===== config.mk =====
export PLATFORM = sky130hd
export DESIGN_NAME = clink_cc_trigger_scheduler
export DESIGN_NICKNAME = d
export VERILOG_FILES = /design/src/rtl/clink_cc_trigger_scheduler.sv
export SDC_FILE = /design/constraint.sdc
export NUM_CORES = 1
export LEC_CHECK = 0
export CORE_MARGIN = 8
export CORE_UTILIZATION = 53
export CTS_CLUSTER_SIZE = 28
export DETAILED_ROUTE_END_ITERATION = 6
export PLACE_DENSITY = 0.75
export SLEW_MARGIN = 20
export SYNTH_ARGS = -nofsm -noshare
export SYNTH_HDL_FRONTEND = slang
export SYNTH_SLANG_ARGS = --single-unit

===== constraint.sdc =====
create_clock -name s_axi_aclk -period 7.2 [get_ports s_axi_aclk]
set_input_delay 1.44 -clock s_axi_aclk [delete_from_list [all_inputs] [get_ports s_axi_aclk]]
set_output_delay 1.44 -clock s_axi_aclk [all_outputs]
set_load 0.1 [all_outputs]

===== src/rtl/clink_cc_trigger_scheduler.sv =====
// Camera Link CC trigger scheduler.
// Runs bursts of exposure triggers on the CC lines. Each frame waits for link
// ready, drives a CC pulse, follows FVAL rise and fall, then holds off until the
// trigger period has elapsed. A burst ends after the programmed frame count,
// on abort, or on an FVAL timeout.
// The external reset asserts asynchronously. Its release is re-timed
// internally so that all state leaves reset on a clock edge.
module clink_cc_trigger_scheduler #(
   parameter int CNT_WIDTH   = 32,
   parameter int FRAME_WIDTH = 16,
   parameter int CC_WIDTH    = 4
) (
   input  logic                   s_axi_aclk,
   input  logic                   s_axi_aresetn,
   input  logic [CNT_WIDTH-1:0]   cfg_period,
   input  logic [CNT_WIDTH-1:0]   cfg_pulse_width,
   input  logic [FRAME_WIDTH-1:0] cfg_frame_count,
   input  logic [CNT_WIDTH-1:0]   cfg_timeout,
   input  logic [CC_WIDTH-1:0]    cfg_cc_mask,
   input  logic                   start,
   input  logic                   abort,
   input  logic                   clink_ready,
   input  logic                   fval,
   output logic [CC_WIDTH-1:0]    cc_out,
   output logic                   busy,
   output logic                   done,
   output logic                   timeout_err,
   output logic [FRAME_WIDTH-1:0] frames_done
);

   typedef enum logic [2:0] {
      S_IDLE,
      S_WAIT_READY,
      S_PULSE,
      S_WAIT_FV_RISE,
      S_WAIT_FV_FALL,
      S_WAIT_PERIOD
   } state_t;

   localparam logic [CNT_WIDTH-1:0] CNT_ONE = CNT_WIDTH'(1);
   localparam logic [FRAME_WIDTH:0] FR_ONE  = (FRAME_WIDTH + 1)'(1);

   // Saturating increment for cycle counters.
   function automatic logic [CNT_WIDTH-1:0] cnt_inc(input logic [CNT_WIDTH-1:0] v);
      cnt_inc = (v == '1) ? v : v + CNT_ONE;
   endfunction

   // Saturating increment for the frame counter.
   function automatic logic [FRAME_WIDTH-1:0] frm_inc(input logic [FRAME_WIDTH-1:0] v);
      frm_inc = (v == '1) ? v : v + FRAME_WIDTH'(1);
   endfunction

   logic [1:0]             rst_sync_q, rst_sync_d;
   logic                   rst_n;

   state_t                 state_q, state_d;
   logic [CNT_WIDTH-1:0]   period_q, period_d;
   logic [CNT_WIDTH-1:0]   pw_q, pw_d;
   logic [FRAME_WIDTH-1:0] frame_cnt_q, frame_cnt_d;
   logic [CNT_WIDTH-1:0]   tmo_q, tmo_d;
   logic [CC_WIDTH-1:0]    mask_q, mask_d;
   logic [CNT_WIDTH-1:0]   per_cnt_q, per_cnt_d;
   logic [CNT_WIDTH-1:0]   pw_cnt_q, pw_cnt_d;
   logic [CNT_WIDTH-1:0]   to_cnt_q, to_cnt_d;
   logic                   rise_seen_q, rise_seen_d;
   logic                   fval_q, fval_d;
   logic [FRAME_WIDTH-1:0] frames_q, frames_d;
   logic                   done_q, done_d;
   logic                   terr_q, terr_d;

   logic                   start_ok, abort_ok;
   logic                   fval_rise, fval_fall;
   logic [CNT_WIDTH-1:0]   pw_eff;
   logic                   pulse_end, period_elapsed;
   logic                   tmo_active, tmo_hit, last_frame, frame_end, pulse_entry;

   // Reset release re-timing: next value of the two-stage release chain.
   always_comb begin
      rst_sync_d = {rst_sync_q[0], 1'b1};
   end

   // Reset release chain; clears immediately on external reset assertion.
   always_ff @(posedge s_axi_aclk or negedge s_axi_aresetn) begin
      if (!s_axi_aresetn) rst_sync_q <= 2'b00;
      else                rst_sync_q <= rst_sync_d;
   end

   assign rst_n = rst_sync_q[1];

   // Shared decode: edges, pulse/period/timeout conditions, frame completion.
   always_comb begin
      start_ok       = start & ~abort;
      abort_ok       = abort & (state_q != S_IDLE);
      fval_rise      = fval & ~fval_q;
      fval_fall      = ~fval & fval_q;
      pw_eff         = (pw_q == '0) ? CNT_ONE : pw_q;
      pulse_end      = (pw_cnt_q >= pw_eff - CNT_ONE);
      period_elapsed = (period_q == '0) || (per_cnt_q >= period_q - CNT_ONE);
      // The timeout window closes once FVAL has risen, even if still in PULSE.
      tmo_active     = ((state_q == S_PULSE) && !rise_seen_q) || (state_q == S_WAIT_FV_RISE);
      tmo_hit        = tmo_active && (tmo_q != '0) && (to_cnt_q >= tmo_q - CNT_ONE) && !fval_rise;
      last_frame     = (frame_cnt_q != '0) && (({1'b0, frames_q} + FR_ONE) == {1'b0, frame_cnt_q});
      frame_end      = (state_q == S_WAIT_FV_FALL) && fval_fall;
   end

   // Next-state logic; abort outranks timeout, which outranks normal sequencing.
   always_comb begin
      state_d = state_q;
      if (abort_ok) begin
         state_d = S_IDLE;
      end else if (tmo_hit) begin
         state_d = S_IDLE;
      end else begin
         case (state_q)
            S_IDLE:         if (start_ok) state_d = S_WAIT_READY;
            S_WAIT_READY:   if (clink_ready) state_d = S_PULSE;
            S_PULSE:        if (pulse_end)
                               state_d = (rise_seen_q || fval_rise) ? S_WAIT_FV_FALL : S_WAIT_FV_RISE;
            S_WAIT_FV_RISE: if (fval_rise) state_d = S_WAIT_FV_FALL;
            S_WAIT_FV_FALL: if (fval_fall) begin
                               if (last_frame)          state_d = S_IDLE;
                               else if (!period_elapsed) state_d = S_WAIT_PERIOD;
                               else if (clink_ready)     state_d = S_PULSE;
                               else                      state_d = S_WAIT_READY;
                            end
            S_WAIT_PERIOD:  if (period_elapsed) state_d = clink_ready ? S_PULSE : S_WAIT_READY;
            default:        state_d = S_IDLE;
         endcase
      end
   end

   // Datapath: shadow config, cycle counters, frame count and status flags.
   always_comb begin
      pulse_entry = (state_d == S_PULSE) && (state_q != S_PULSE);
      period_d    = period_q;
      pw_d        = pw_q;
      frame_cnt_d = frame_cnt_q;
      tmo_d       = tmo_q;
      mask_d      = mask_q;
      frames_d    = frames_q;
      terr_d      = terr_q;
      fval_d      = fval;
      done_d      = abort_ok || (frame_end && last_frame && !abort);
      if ((state_q == S_IDLE) && start_ok) begin
         period_d    = cfg_period;
         pw_d        = cfg_pulse_width;
         frame_cnt_d = cfg_frame_count;
         tmo_d       = cfg_timeout;
         mask_d      = cfg_cc_mask;
         frames_d    = '0;
         terr_d      = 1'b0;
      end
      if (frame_end && !abort) frames_d = frm_inc(frames_q);
      if (tmo_hit && !abort)   terr_d   = 1'b1;
      // Period and timeout counters restart on the first cycle of every pulse.
      if (state_q == S_IDLE || pulse_entry) begin
         per_cnt_d   = '0;
         to_cnt_d    = '0;
         pw_cnt_d    = '0;
         rise_seen_d = 1'b0;
      end else begin
         per_cnt_d   = cnt_inc(per_cnt_q);
         to_cnt_d    = tmo_active ? cnt_inc(to_cnt_q) : to_cnt_q;
         pw_cnt_d    = (state_q == S_PULSE) ? cnt_inc(pw_cnt_q) : pw_cnt_q;
         rise_seen_d = rise_seen_q || ((state_q == S_PULSE) && fval_rise);
      end
   end

   // State and datapath registers.
   always_ff @(posedge s_axi_aclk or negedge rst_n) begin
      if (!rst_n) begin
         state_q     <= S_IDLE;
         period_q    <= '0;
         pw_q        <= '0;
         frame_cnt_q <= '0;
         tmo_q       <= '0;
         mask_q      <= '0;
         per_cnt_q   <= '0;
         pw_cnt_q    <= '0;
         to_cnt_q    <= '0;
         rise_seen_q <= 1'b0;
         fval_q      <= 1'b0;
         frames_q    <= '0;
         done_q      <= 1'b0;
         terr_q      <= 1'b0;
      end else begin
         state_q     <= state_d;
         period_q    <= period_d;
         pw_q        <= pw_d;
         frame_cnt_q <= frame_cnt_d;
         tmo_q       <= tmo_d;
         mask_q      <= mask_d;
         per_cnt_q   <= per_cnt_d;
         pw_cnt_q    <= pw_cnt_d;
         to_cnt_q    <= to_cnt_d;
         rise_seen_q <= rise_seen_d;
         fval_q      <= fval_d;
         frames_q    <= frames_d;
         done_q      <= done_d;
         terr_q      <= terr_d;
      end
   end

   // Outputs: CC lines are driven only in PULSE, so any exit drops them.
   always_comb begin
      cc_out      = (state_q == S_PULSE) ? mask_q : '0;
      busy        = (state_q != S_IDLE);
      done        = done_q;
      timeout_err = terr_q;
      frames_done = frames_q;
   end

endmodule


Word level (Yosys, flattened, before mapping). Index checks and enable logic that the tools add are counted.

Output and inout port bits: 23. Word-level logic and storage cells: 113. Bits in registers: 237.

Bitwise logic cells: 7. Muxes and demuxes: 29. Order comparisons: 3. Reduce and logical (&&, ||, !) cells: 35. $add $sub $neg: 8. Eq/ne operators: 16.

Operators with widths (number): $mux 32 (9); $add 32x1->32 const B (3); $eq 32x32->1 const B (3); $ge 32x32->1 (3); $sub 32x1->32 const B (3); $logic_not 32->1 (2); $mux 16 (3); $mux 3 (11); $reduce_bool 32->1 (1); $pmux 3 s6 (1); $add 16x1->17 const B (1); $eq 17x16->1 (1); $add 16x1->16 const B (1); $eq 16x16->1 const B (1); $reduce_bool 16->1 (1); $logic_and 1x1->1 (13); $eq 3x2->1 const B (3); $ne 2x2->1 const B (4); $reduce_bool 2->1 (4); $eq 3x3->1 const B (2); $logic_or 1x1->1 (6); $reduce_and 2->1 (3); $and 1x1->1 (4); $mux 4 (1); other kinds (8) (14).

Logic depth before layout (Yosys ltp). Gate-level depths: netlist of run 1.

Word-level depth: 14. Depth in mapped cells: 19. Mapped depth without buffers: 19.

Worst setup path after synthesis of run 1. Ideal clock, no wire load.

Kind: register -> register. Start point: register pw_q[9]. End point: register state_q[2]. Cell stages (with the launch flop): 19. Arrival: 4.045 ns. Setup slack: 3.073 ns. Data required time: 7.118 ns. Path through: dfrtp_1 -> or4_1 -> nor4_1 -> nand4b_1 -> nor3_1 -> a31oi_1 -> ha_1 -> and3_1 -> nand2_1 -> nor2_1 -> xnor2_1 -> ha_1 -> o21ai_0 -> o21ai_0 -> o211ai_1 -> a21oi_1 -> nor4_1 -> or4_1 -> a31oi_1.

Longest elaborated chain between the ends: 8.

Ends and longest elaborated chain: from (decl) (RTL line 58) `logic [CNT_WIDTH-1:0] pw_q, pw_d;`; from (signal assigned) (RTL line 189) `pw_q <= pw_d;`; $logic_not 32->1 (RTL line 96) `pw_eff = (pw_q == '0) ? CNT_ONE : pw_q;`; $mux 32 (*) (RTL line 96); $sub 32x1->32 (*) (RTL line 97) `pulse_end = (pw_cnt_q >= pw_eff - CNT_ONE);`; $ge 32x32->1 (*) (RTL line 97); $mux 3 (*) (RTL line 117) `S_PULSE: if (pulse_end)`; $pmux 3 s6 (*) (RTL line 114) `case (state_q)`; $mux 3 (*) (RTL line 111) `end else if (tmo_hit) begin`; $mux 3 (*) (RTL line 109) `if (abort_ok) begin`; named net state_d[2] (RTL line 56) `state_t state_q, state_d;`; to (signal assigned) (RTL line 187) `state_q <= state_d;`; to (decl) (RTL line 56).

The timed path passes the listed nets; every way through them passes the cells marked *. A chain may end at the register's enable or synchronous reset.

Worst setup path in the final report of run 1. Same ends and word-level chain as after synthesis.

==> impl_metrics.py, run 1 <==
metrics = {
    "worst_hold_path": {
        "worst_hold_path_type": "reg2async",
    },
    "synthesis": {
        "ys_types": 63,
        "synth_top_area_share_pct": 39.9,
        "ys.flop_type": "dfrtp_1",
        "synthTopCellsByArea": "dfrtp_1 (40%), nand2_1 (11%), ha_1 (8.8%)",
        "yosys.area.top_type": "dfrtp_1",
        "yosysMostFrequentCell": "nand2_1",
        "syn_area_mm2": 0.0149,
        "yosysWarningCount": 0,
        "ys_seq_elements": 237,
        "syn_inst": 1751,
        "ys_seq_area_share_pct": 39.9,
        "synth_nets": 1977,
        "synth_edf_count": 0,
        "synth_common_cells": "nand2_1 (440), dfrtp_1 (237), nor3_1 (133), xnor2_1 (116), ha_1 (104)",
        "avgSynthCellArea_um2": 8.49,
        "async_flop_share_pct": 100,
    },
    "final_layout": {
        "nets": 2098,
        "syn_to_final_growth_pct": 17.8,
        "instances_no_fill": 2268,
        "drive_gt1_share_pct": 3.65,
    },
    "setup_path": {
        "rrSetupSlack_ps": 2030,
        "worstPathRequired_ps": 7600,
        "crit_fanout": 6,
        "worstSetupPathType": "reg2reg",
        "r2r_start": "pw_q[9]",
        "cp-startpoint": "pw_q[9]",
        "worst_setup_path_end_kind": "register",
        "start_kind": "register",
        "crit_arrival_ps": 5570,
    },
    "run_status": {
        "status": "complete, no violations",
    },
    "place": {
        "dp_hpwl_um": 27100,
        "dp.cells": 2218,
        "portBuffers": 144,
        "gp_congestion": 0.864,
        "dp_slack_ps": 2160,
    },
    "sta": {
        "slew_headroom_pct": 26.2,
        "hold_slack_ps": 269,
        "finalHoldViolCount": 0,
        "setup_ws_ps": 2030,
        "fin_skew_ps": 7.45,
        "rsz0062_at_grt": "false",
        "tns_ps": 0,
        "slew_violations": 0,
        "setup_viol": 0,
        "period_share_pct": 71.7,
        "fmax_mhz": 194,
        "fin_crit_ps": 5170,
        "worst_slew_pin_slew_ps": 1090,
    },
    "route": {
        "dr.pass1.iters": 6,
        "viasPerCell": 5.63,
        "drcViolationCount": 0,
        "ant_nets": 0,
        "wl_um": 37000,
        "drt_iter0_drc": 834,
        "dr_total_vias": 12800,
        "routedWlPerCell_um": 16.3,
    },
    "die": {
        "rows": 61,
        "start_util_pct": 53.7,
        "die_area_mm2": 0.0337,
        "die_w_um": 183,
        "core-area_mm2": 0.0277,
        "fp.dieH_um": 183,
        "io_pins": 145,
    },
    "clock_tree": {
        "cts_buffer_depth": 3,
        "cts_max_level": 1,
        "clock_sinks": 237,
        "hold_buffers": 0,
        "cts_tree": "yes",
        "cts_buffers": 27,
        "insertion_delay_ps": 530,
        "postCtsSetupRepairBufs": 0,
        "cts.clk_slew.worst_paths_ps": 60,
        "cts_root_buffer": "clkbuf_16",
        "cts-resized-gates": 0,
    },
    "power": {
        "p_per_area_mw_per_mm2": 314,
        "switching_share_pct": 40.9,
        "p_sw_uw": 2250,
        "cell_internal_pwr_uw": 3260,
        "clockPowerShare_pct": 23.5,
        "ir_drop_mv": 0.207,
        "seqPwrFrac_pct": 38.3,
        "combPwrFrac_pct": 38.2,
        "power_leakage_uw": 0.00759,
    },
    "global_route": {
        "antenna_found_initial": 1,
        "gr-total-overflow": 0,
        "first_global_vias": 12600,
        "grt_pass1_wl_um": 61600,
        "grt_max_degree": 95,
        "grt_usage_pct": 21.8,
    },
    "job": {
        "drv_cap": 0,
    },
}
==> flip-flops by register name, indices dropped and copies added (netlist names), 16 cells and up <==
signal,flops
period_q,32
pw_q,32
frame_cnt_q,16
frames_done,16
to_cnt_q,32
per_cnt_q,32
pw_cnt_q,32
tmo_q,32
==> layer usage <==
layer / wire (um) / global-route usage [%] / share of wire, % / vias to the layer above
met5: 0 / 0 / 0 / -
met4: 998 / 6.34 / 2.7 / 0
met3: 1760 / 3.64 / 4.7 / 69
met2: 17500 / 36.3 / 47 / 314
met1: 16700 / 28.8 / 45 / 6059
li1: - / - / - / 6321
==> cell type report <==
cell class              instances  area, um2
inverters                      26       97.6
clock inverters                 5       27.5
flip-flops and latches        237       5930
fillers                      2383      10200
multi-input cells            1423       8570
well taps                     378        473
repair buffers                157       1600
clock buffers                  41        808
diodes                          1       2.50
==> worst paths after layout <==
check	cells past startpoint	to
max	19	state_q[2]
min	0	timeout_err
max reg2reg	19	state_q[2]
min reg2reg	0	timeout_err
max in group asynchronous	3	to_cnt_q[28]
min in group s_axi_aclk	0	rst_sync_q[1]
==> cells in the final DEF, fill, tap and decap left out, types with 5 or more instances in the layout <==
| cell | count |
|---|---|
| nor2b_1 | 14 |
| clkbuf_1 | 6 |
| a211oi_1 | 8 |
| nor3_1 | 133 |
| nand2_1 | 439 |
| o31ai_1 | 9 |
| clkbuf_16 | 27 |
| or4_1 | 10 |
| nand2b_1 | 9 |
| nor2_1 | 98 |
| clkbuf_8 | 8 |
| or3_1 | 6 |
| o21ai_0 | 54 |
| and4_1 | 8 |
| o211ai_1 | 6 |
| and2_1 | 9 |
| clkdlybuf4s50_1 | 144 |
| dfrtp_1 | 236 |
| nand4_1 | 43 |
| xnor2_1 | 116 |
| and3_1 | 26 |
| ha_1 | 104 |
| a21oi_1 | 58 |
| buf_4 | 9 |
| nor3b_1 | 11 |
| nand3_1 | 68 |
| o21a_1 | 5 |
| nor4_1 | 38 |
| xor2_1 | 78 |
| inv_1 | 26 |
| nand3b_1 | 6 |
| mux2i_1 | 5 |
| a31oi_1 | 5 |
==> logic make-up after synthesis <==
logic type | Yosys count | synth area share [%]
AOI/OAI and AO/OA | 179 | 7.41
xor gates and xnor gates | 194 | 11.4
adders and majority gates | 104 | 8.75
buffers and inverters | 91 | 2.54
DFF | 237 | 39.9
muxes | 6 | 0.412
other | 1 | 0.0252
and+or+nand+nor | 939 | 29.5
==> per-stage QoR <==
stage	util [%]	instance area [um2]	total power, uW
after CTS	63.0	17400	5540
final	63.2	17500	5510
after detailed placement	59.9	16600	4210
after global placement	59.9	16600	4120
after floorplan	-	14900	3600
after global routing	63.2	17500	5930
==> power by group through the flow <==
stage,sequential [uW],clock [uW],combinational (uW)
2_1_floorplan,2040,0,1560
3_3_place_gp,2110,0,2010
3_5_place_dp,2130,0,2090
4_1_cts,2110,1330,2110
5_1_grt,2170,1380,2380
6_report,2110,1300,2100
==> worst max-delay path, cell delays in order, from the launching register on <==
cell and delay (ps):
dfrtp_1 420, or4_1 600, nor4_1 360, nand4b_1 180
nor3_1 480, a31oi_1 210, ha_1 290, and3_1 210
nand2_1 230, nor2_1 130, nand3b_1 130, xor2_1 180
ha_1 280, a21oi_1 160, nand2_1 70, a21oi_1 140
o21ai_0 130, nor4_1 540, or4_1 240, a31oi_1 80
(Power assumes the default switching activity.)
==> run 2, diff against run 1 <==
- clock period: 7.2 -> 4.6 ns (I/O delays scaled with it)
==> impl_metrics.py, run 2 (same netlist as run 1, synthesis figures left out) <==
metrics = {
    "sta": {
        "fmax_mhz": 230,
        "worst_slew_pin_slew_ps": 1050,
        "fin_crit_ps": 4360,
        "slew_headroom_pct": 29.5,
        "finalHoldViolCount": 0,
        "setup_ws_ps": 243,
        "fin_skew_ps": 13.0,
        "period_share_pct": 94.7,
        "tns_ps": 0,
        "setup_viol": 0,
        "hold_slack_ps": 325,
        "slew_violations": 0,
    },
    "die": {
        "rows": 61,
        "die_w_um": 183,
        "start_util_pct": 53.7,
        "fp.dieH_um": 183,
        "core-area_mm2": 0.0277,
        "die_area_mm2": 0.0337,
        "io_pins": 145,
    },
    "place": {
        "dp_hpwl_um": 27400,
        "dp.cells": 2242,
        "portBuffers": 144,
        "dp_slack_ps": -236,
        "gp_congestion": 0.919,
    },
    "setup_path": {
        "worstSetupPathType": "reg2reg",
        "worstPathRequired_ps": 5050,
        "cp_top_family": "simple AND/OR/NAND/NOR gates",
        "crit_path_top_delay_cell": "or4_4",
        "worstPathCellList": "or4_4 -> nor4_4 -> nand2b_1 -> nor3_4 -> a31oi_1 -> ha_1 -> nand3_1 -> nor3_1 -> xnor2_1 -> ha_1 -> nand2_1 -> o21ai_0 -> a41oi_1 -> nor3_1 -> o31a_1 -> nor4_2 -> or4_1 -> a31oi_1",
        "worst_setup_path_end_kind": "register",
        "cpPeakStageDelay_ps": 590,
        "cp_num_buf_inv": 0,
        "start_kind": "register",
        "crit_arrival_ps": 4810,
        "crit_fanout": 6,
    },
    "final_layout": {
        "instances_no_fill": 2295,
        "syn_to_final_growth_pct": 19.8,
        "final-seq-area_mm2": 0.00593,
        "final_common_cell": "nand2_1",
        "fill_cells": 2331,
        "drive_gt1_share_pct": 5.64,
        "nets": 2122,
        "multi_input_area_mm2": 0.00864,
        "final_cell_mix": "nand2_1 (438), dfrtp_1 (236), clkdlybuf4s50_1 (144)",
    },
    "power": {
        "ir_drop_mv": 0.358,
        "power_leakage_uw": 0.00774,
        "p_per_area_mw_per_mm2": 498,
        "power.total_uw": 8860,
    },
    "global_route": {
        "grt_max_degree": 106,
        "first_global_vias": 13000,
        "antenna_found_initial": 2,
        "grt_usage_pct": 22.5,
        "gr-total-overflow": 0,
        "grt_pass1_wl_um": 63800,
    },
    "route": {
        "dr_total_vias": 13000,
        "wl_um": 38100,
        "viasPerCell": 5.66,
        "routedWlPerCell_um": 16.6,
        "drcViolationCount": 0,
        "dr.pass1.iters": 6,
        "ant_nets": 0,
        "drt_iter0_drc": 821,
    },
    "run_status": {
        "status": "complete, no violations",
    },
    "job": {
        "drv_cap": 0,
    },
    "clock_tree": {
        "cts_max_level": 1,
        "cts_buffers": 27,
        "hold_buffers": 0,
        "cts_tree": "yes",
        "cts.clk_slew.worst_paths_ps": 60,
        "cts_buffer_depth": 3,
        "insertion_delay_ps": 540,
        "cts_root_buffer": "clkbuf_16",
        "clock_sinks": 237,
    },
    "worst_hold_path": {
        "worst_hold_path_type": "reg2async",
    },
}
## run 2: cell types whose count changed in the layout (fill, tap and decap cells not counted), sizes merged
| cell | previous run | this run |
|---|---|---|
| buf | 13 | 36 |
| clkbuf | 41 | 36 |
| clkinv | 4 | 8 |
| clkinvlp | 1 | 4 |
| bufinv | 0 | 1 |
| inv | 26 | 27 |
## run 2: per-layer routing
metal / share of wire (%) / global-route usage [%] / vias to the layer above
met2: 49 / 38.6 / 318
met4: 2.8 / 6.77 / 2
met3: 4.1 / 2.91 / 82
li1: - / - / 6358
met5: 0.034 / 0 / -
met1: 44 / 29.4 / 6225
## run 2: area by class of cell
type,count,share of cell area [%]
clock buffers,35,4.24
diodes,1,0.0141
clock inverters,14,0.632
flip-flops and latches,237,33.3
well taps,378,2.66
repair buffers,181,10.0
inverters,26,0.548
multi-input cells,1423,48.5
## run 2: final timing paths
path / slack, ps / from / to / cells after the start
worst max-delay path: 240 / pw_q[23] / state_q[2] / 18
worst min-delay path: 330 / rst_sync_q[1] / to_cnt_q[28] / 0
worst max register to register: 240 / pw_q[23] / state_q[2] / 18
worst min register to register: 330 / rst_sync_q[1] / to_cnt_q[28] / 0
max in group asynchronous: 3010 / rst_sync_q[1] / period_q[2] / 2
min in group s_axi_aclk: 360 / rst_sync_q[0] / rst_sync_q[1] / 0
## run 2: what timing repair did
| action | 4_1_cts | 5_1_grt |
|---|---|---|
| pin swaps | 0 | 2 |
| gates cloned | 0 | 1 |
| gates resized for setup | 3 | 14 |
| endpoints found under the setup margin | 3 | 76 |
| buffers inserted | 0 | 1 |
## run 2: stage by stage
stage	instance area [um2]	utilization, %
6_report	17800	64.3
5_1_grt	17800	64.3
4_1_cts	17700	63.9
3_5_place_dp	16800	60.7
3_3_place_gp	16800	60.7
2_1_floorplan	14900	-
## run 2: report_power, final
part,leakage [uW],switching [uW],internal (uW)
Sequential,0.00312,717,2620
Clock,0.000423,881,1210
Combinational,0.00420,2040,1390
Total,0.00774,3640,5220
==> run 3, diff against run 2 <==
- CORE_UTILIZATION: 53 -> 58
- PLACE_DENSITY: 0.75 -> 0.78
- clock period: 4.6 -> 4.8 ns (I/O delays scaled with it)
==> impl_metrics.py, run 3 (same netlist as run 1, synthesis figures left out) <==
metrics = {
    "sta": {
        "finalHoldViolCount": 0,
        "setup_viol": 0,
        "fmax_mhz": 222,
        "worst_slew_pin_slew_ps": 1050,
        "slew_violations": 0,
        "slew_headroom_pct": 29.8,
        "fin_skew_ps": 14.6,
        "fin_crit_ps": 4500,
        "rsz0062_at_grt": "false",
        "period_share_pct": 93.8,
    },
    "power": {
        "p_sw_uw": 3480,
        "switching_share_pct": 40.1,
        "cell_internal_pwr_uw": 5200,
        "p_per_area_mw_per_mm2": 490,
        "clockPowerShare_pct": 26.1,
        "ir_drop_mv": 0.406,
        "power_leakage_uw": 0.00772,
        "seqPwrFrac_pct": 36.6,
        "combPwrFrac_pct": 37.3,
    },
    "clock_tree": {
        "cts_root_buffer": "clkbuf_16",
        "cts.clk_slew.worst_paths_ps": 60,
        "insertion_delay_ps": 550,
        "clock_sinks": 237,
        "hold_buffers": 0,
        "cts_buffers": 27,
        "cts_max_level": 1,
        "cts_tree": "yes",
        "cts_buffer_depth": 3,
    },
    "route": {
        "ant_nets": 0,
        "drt_iter0_drc": 1011,
        "dr_total_vias": 13100,
        "viasPerCell": 5.85,
        "wl_um": 37500,
        "routedWlPerCell_um": 16.8,
        "drcViolationCount": 0,
        "dr.pass1.iters": 5,
    },
    "final_layout": {
        "nets": 2106,
        "n_antenna_cell": 0,
        "final_common_cell": "nand2_1",
        "fin_area_mm2": 0.0177,
        "multi_input_area_mm2": 0.00862,
        "instances_no_fill": 2231,
        "final_cell_mix": "nand2_1 (438), dfrtp_1 (236), clkdlybuf4s50_1 (144)",
        "final-seq-area_mm2": 0.00593,
        "fill_cells": 1951,
        "drive_gt1_share_pct": 4.73,
        "syn_to_final_growth_pct": 19.2,
    },
    "place": {
        "dp.cells": 2179,
        "dp_hpwl_um": 26800,
        "placed_cell_area_mm2": 0.0167,
        "portBuffers": 144,
        "gp_congestion": 0.882,
    },
    "setup_path": {
        "cp_top_family": "simple AND/OR/NAND/NOR gates",
        "worstSetupPathType": "reg2reg",
        "crit_fanout": 6,
        "cpPeakStageDelay_ps": 620,
        "cp_num_buf_inv": 0,
        "start_kind": "register",
        "worstPathCellList": "or4_1 -> nor4_2 -> nand4b_1 -> nor3_4 -> a31oi_1 -> ha_1 -> nand3_1 -> nor3_1 -> xnor2_1 -> ha_1 -> nand2_1 -> o21ai_0 -> a41oi_1 -> nor3_1 -> o31a_1 -> nor4_4 -> or4_1 -> a31oi_1",
        "crit_path_top_delay_cell": "or4_1",
        "worstPathRequired_ps": 5260,
        "worst_setup_path_end_kind": "register",
        "crit_arrival_ps": 4960,
    },
    "die": {
        "core-area_mm2": 0.0252,
        "die_w_um": 176,
        "rows": 58,
        "start_util_pct": 59.0,
        "fp.dieH_um": 176,
        "io_pins": 145,
        "die_area_mm2": 0.0310,
    },
    "global_route": {
        "first_global_vias": 13100,
        "grt_max_degree": 125,
        "grt_usage_pct": 24.2,
        "gr-total-overflow": 0,
        "antenna_found_initial": 1,
        "grt_pass1_wl_um": 63900,
    },
    "job": {
        "drv_cap": 0,
    },
    "worst_hold_path": {
        "worst_hold_path_type": "reg2async",
    },
    "run_status": {
        "status": "complete, no violations",
    },
}
## run 3: cell types whose count changed in the layout (fill, tap and decap cells not counted), sizes merged
| cell | previous run | this run |
|---|---|---|
| buf | 36 | 21 |
| clkbuf | 36 | 34 |
| bufinv | 1 | 6 |
| clkinvlp | 4 | 1 |
| diode | 1 | 0 |
## run 3: final cells by class
| class | count | area share, % |
|---|---|---|
| Inverter | 26 | 0.550 |
| Sequential cell | 237 | 33.5 |
| Clock buffer | 34 | 4.18 |
| Timing Repair Buffer | 165 | 9.51 |
| Clock inverter | 16 | 1.33 |
| Multi-Input combinational cell | 1423 | 48.6 |
| Tap cell | 330 | 2.33 |
## run 3: worst paths after layout
path	from	to	slack (ps)	depth (start not counted)
setup / recovery	pw_q[9]	state_q[2]	300	18
hold / removal	rst_sync_q[1]	frames_done[2]	330	0
setup reg to reg	pw_q[9]	state_q[2]	300	18
hold reg to reg	rst_sync_q[1]	frames_done[2]	330	0
max in group asynchronous	rst_sync_q[1]	period_q[17]	3420	2
min in group s_axi_aclk	rst_sync_q[0]	rst_sync_q[1]	360	0
## run 3: layer usage
layer  global-route usage [%]  vias to the layer above  wire length, um
li1                         -                     6334                -
met1                     31.2                     6290            16000
met2                     41.4                      348            18500
met3                     3.82                       79             1970
met4                     7.14                        2              954
met5                        0                        -               13
## run 3: worst register-to-register path, delay by kind of cell (launching register included)
kind,cells,cell delay [ps]
compound gates,5,880
simple gates,10,2380
flops,1,430
xor+xnor,1,140
fa+ha+maj,2,590
## run 3: metrics by stage
step                setup WS, ps  power (uW)  util (%)  TNS (ps)  hold slack [ps]
floorplan                    673        5410         -         0              331
global placement            67.8        6200      66.2         0              335
detailed placement          -215        6390      66.2      -620              342
CTS                         22.4        8710      70.1         0              362
global route                6.61        9310      70.4         0              374
finish                       300        8690      70.4         0              325
## run 3: what timing repair did
item                       4_1_cts  5_1_grt
setup endpoints to repair        3        3
pin swaps                        0        1
setup buffers                    0        1
gates resized for setup          2        8
## run 3: power groups by stage
stage	Clock, uW	Combinational, uW	Sequential [uW]
global placement	0	3040	3160
floorplan	0	2340	3060
detailed placement	0	3200	3180
global route	2390	3670	3260
CTS	2310	3230	3160
finish	2270	3240	3180
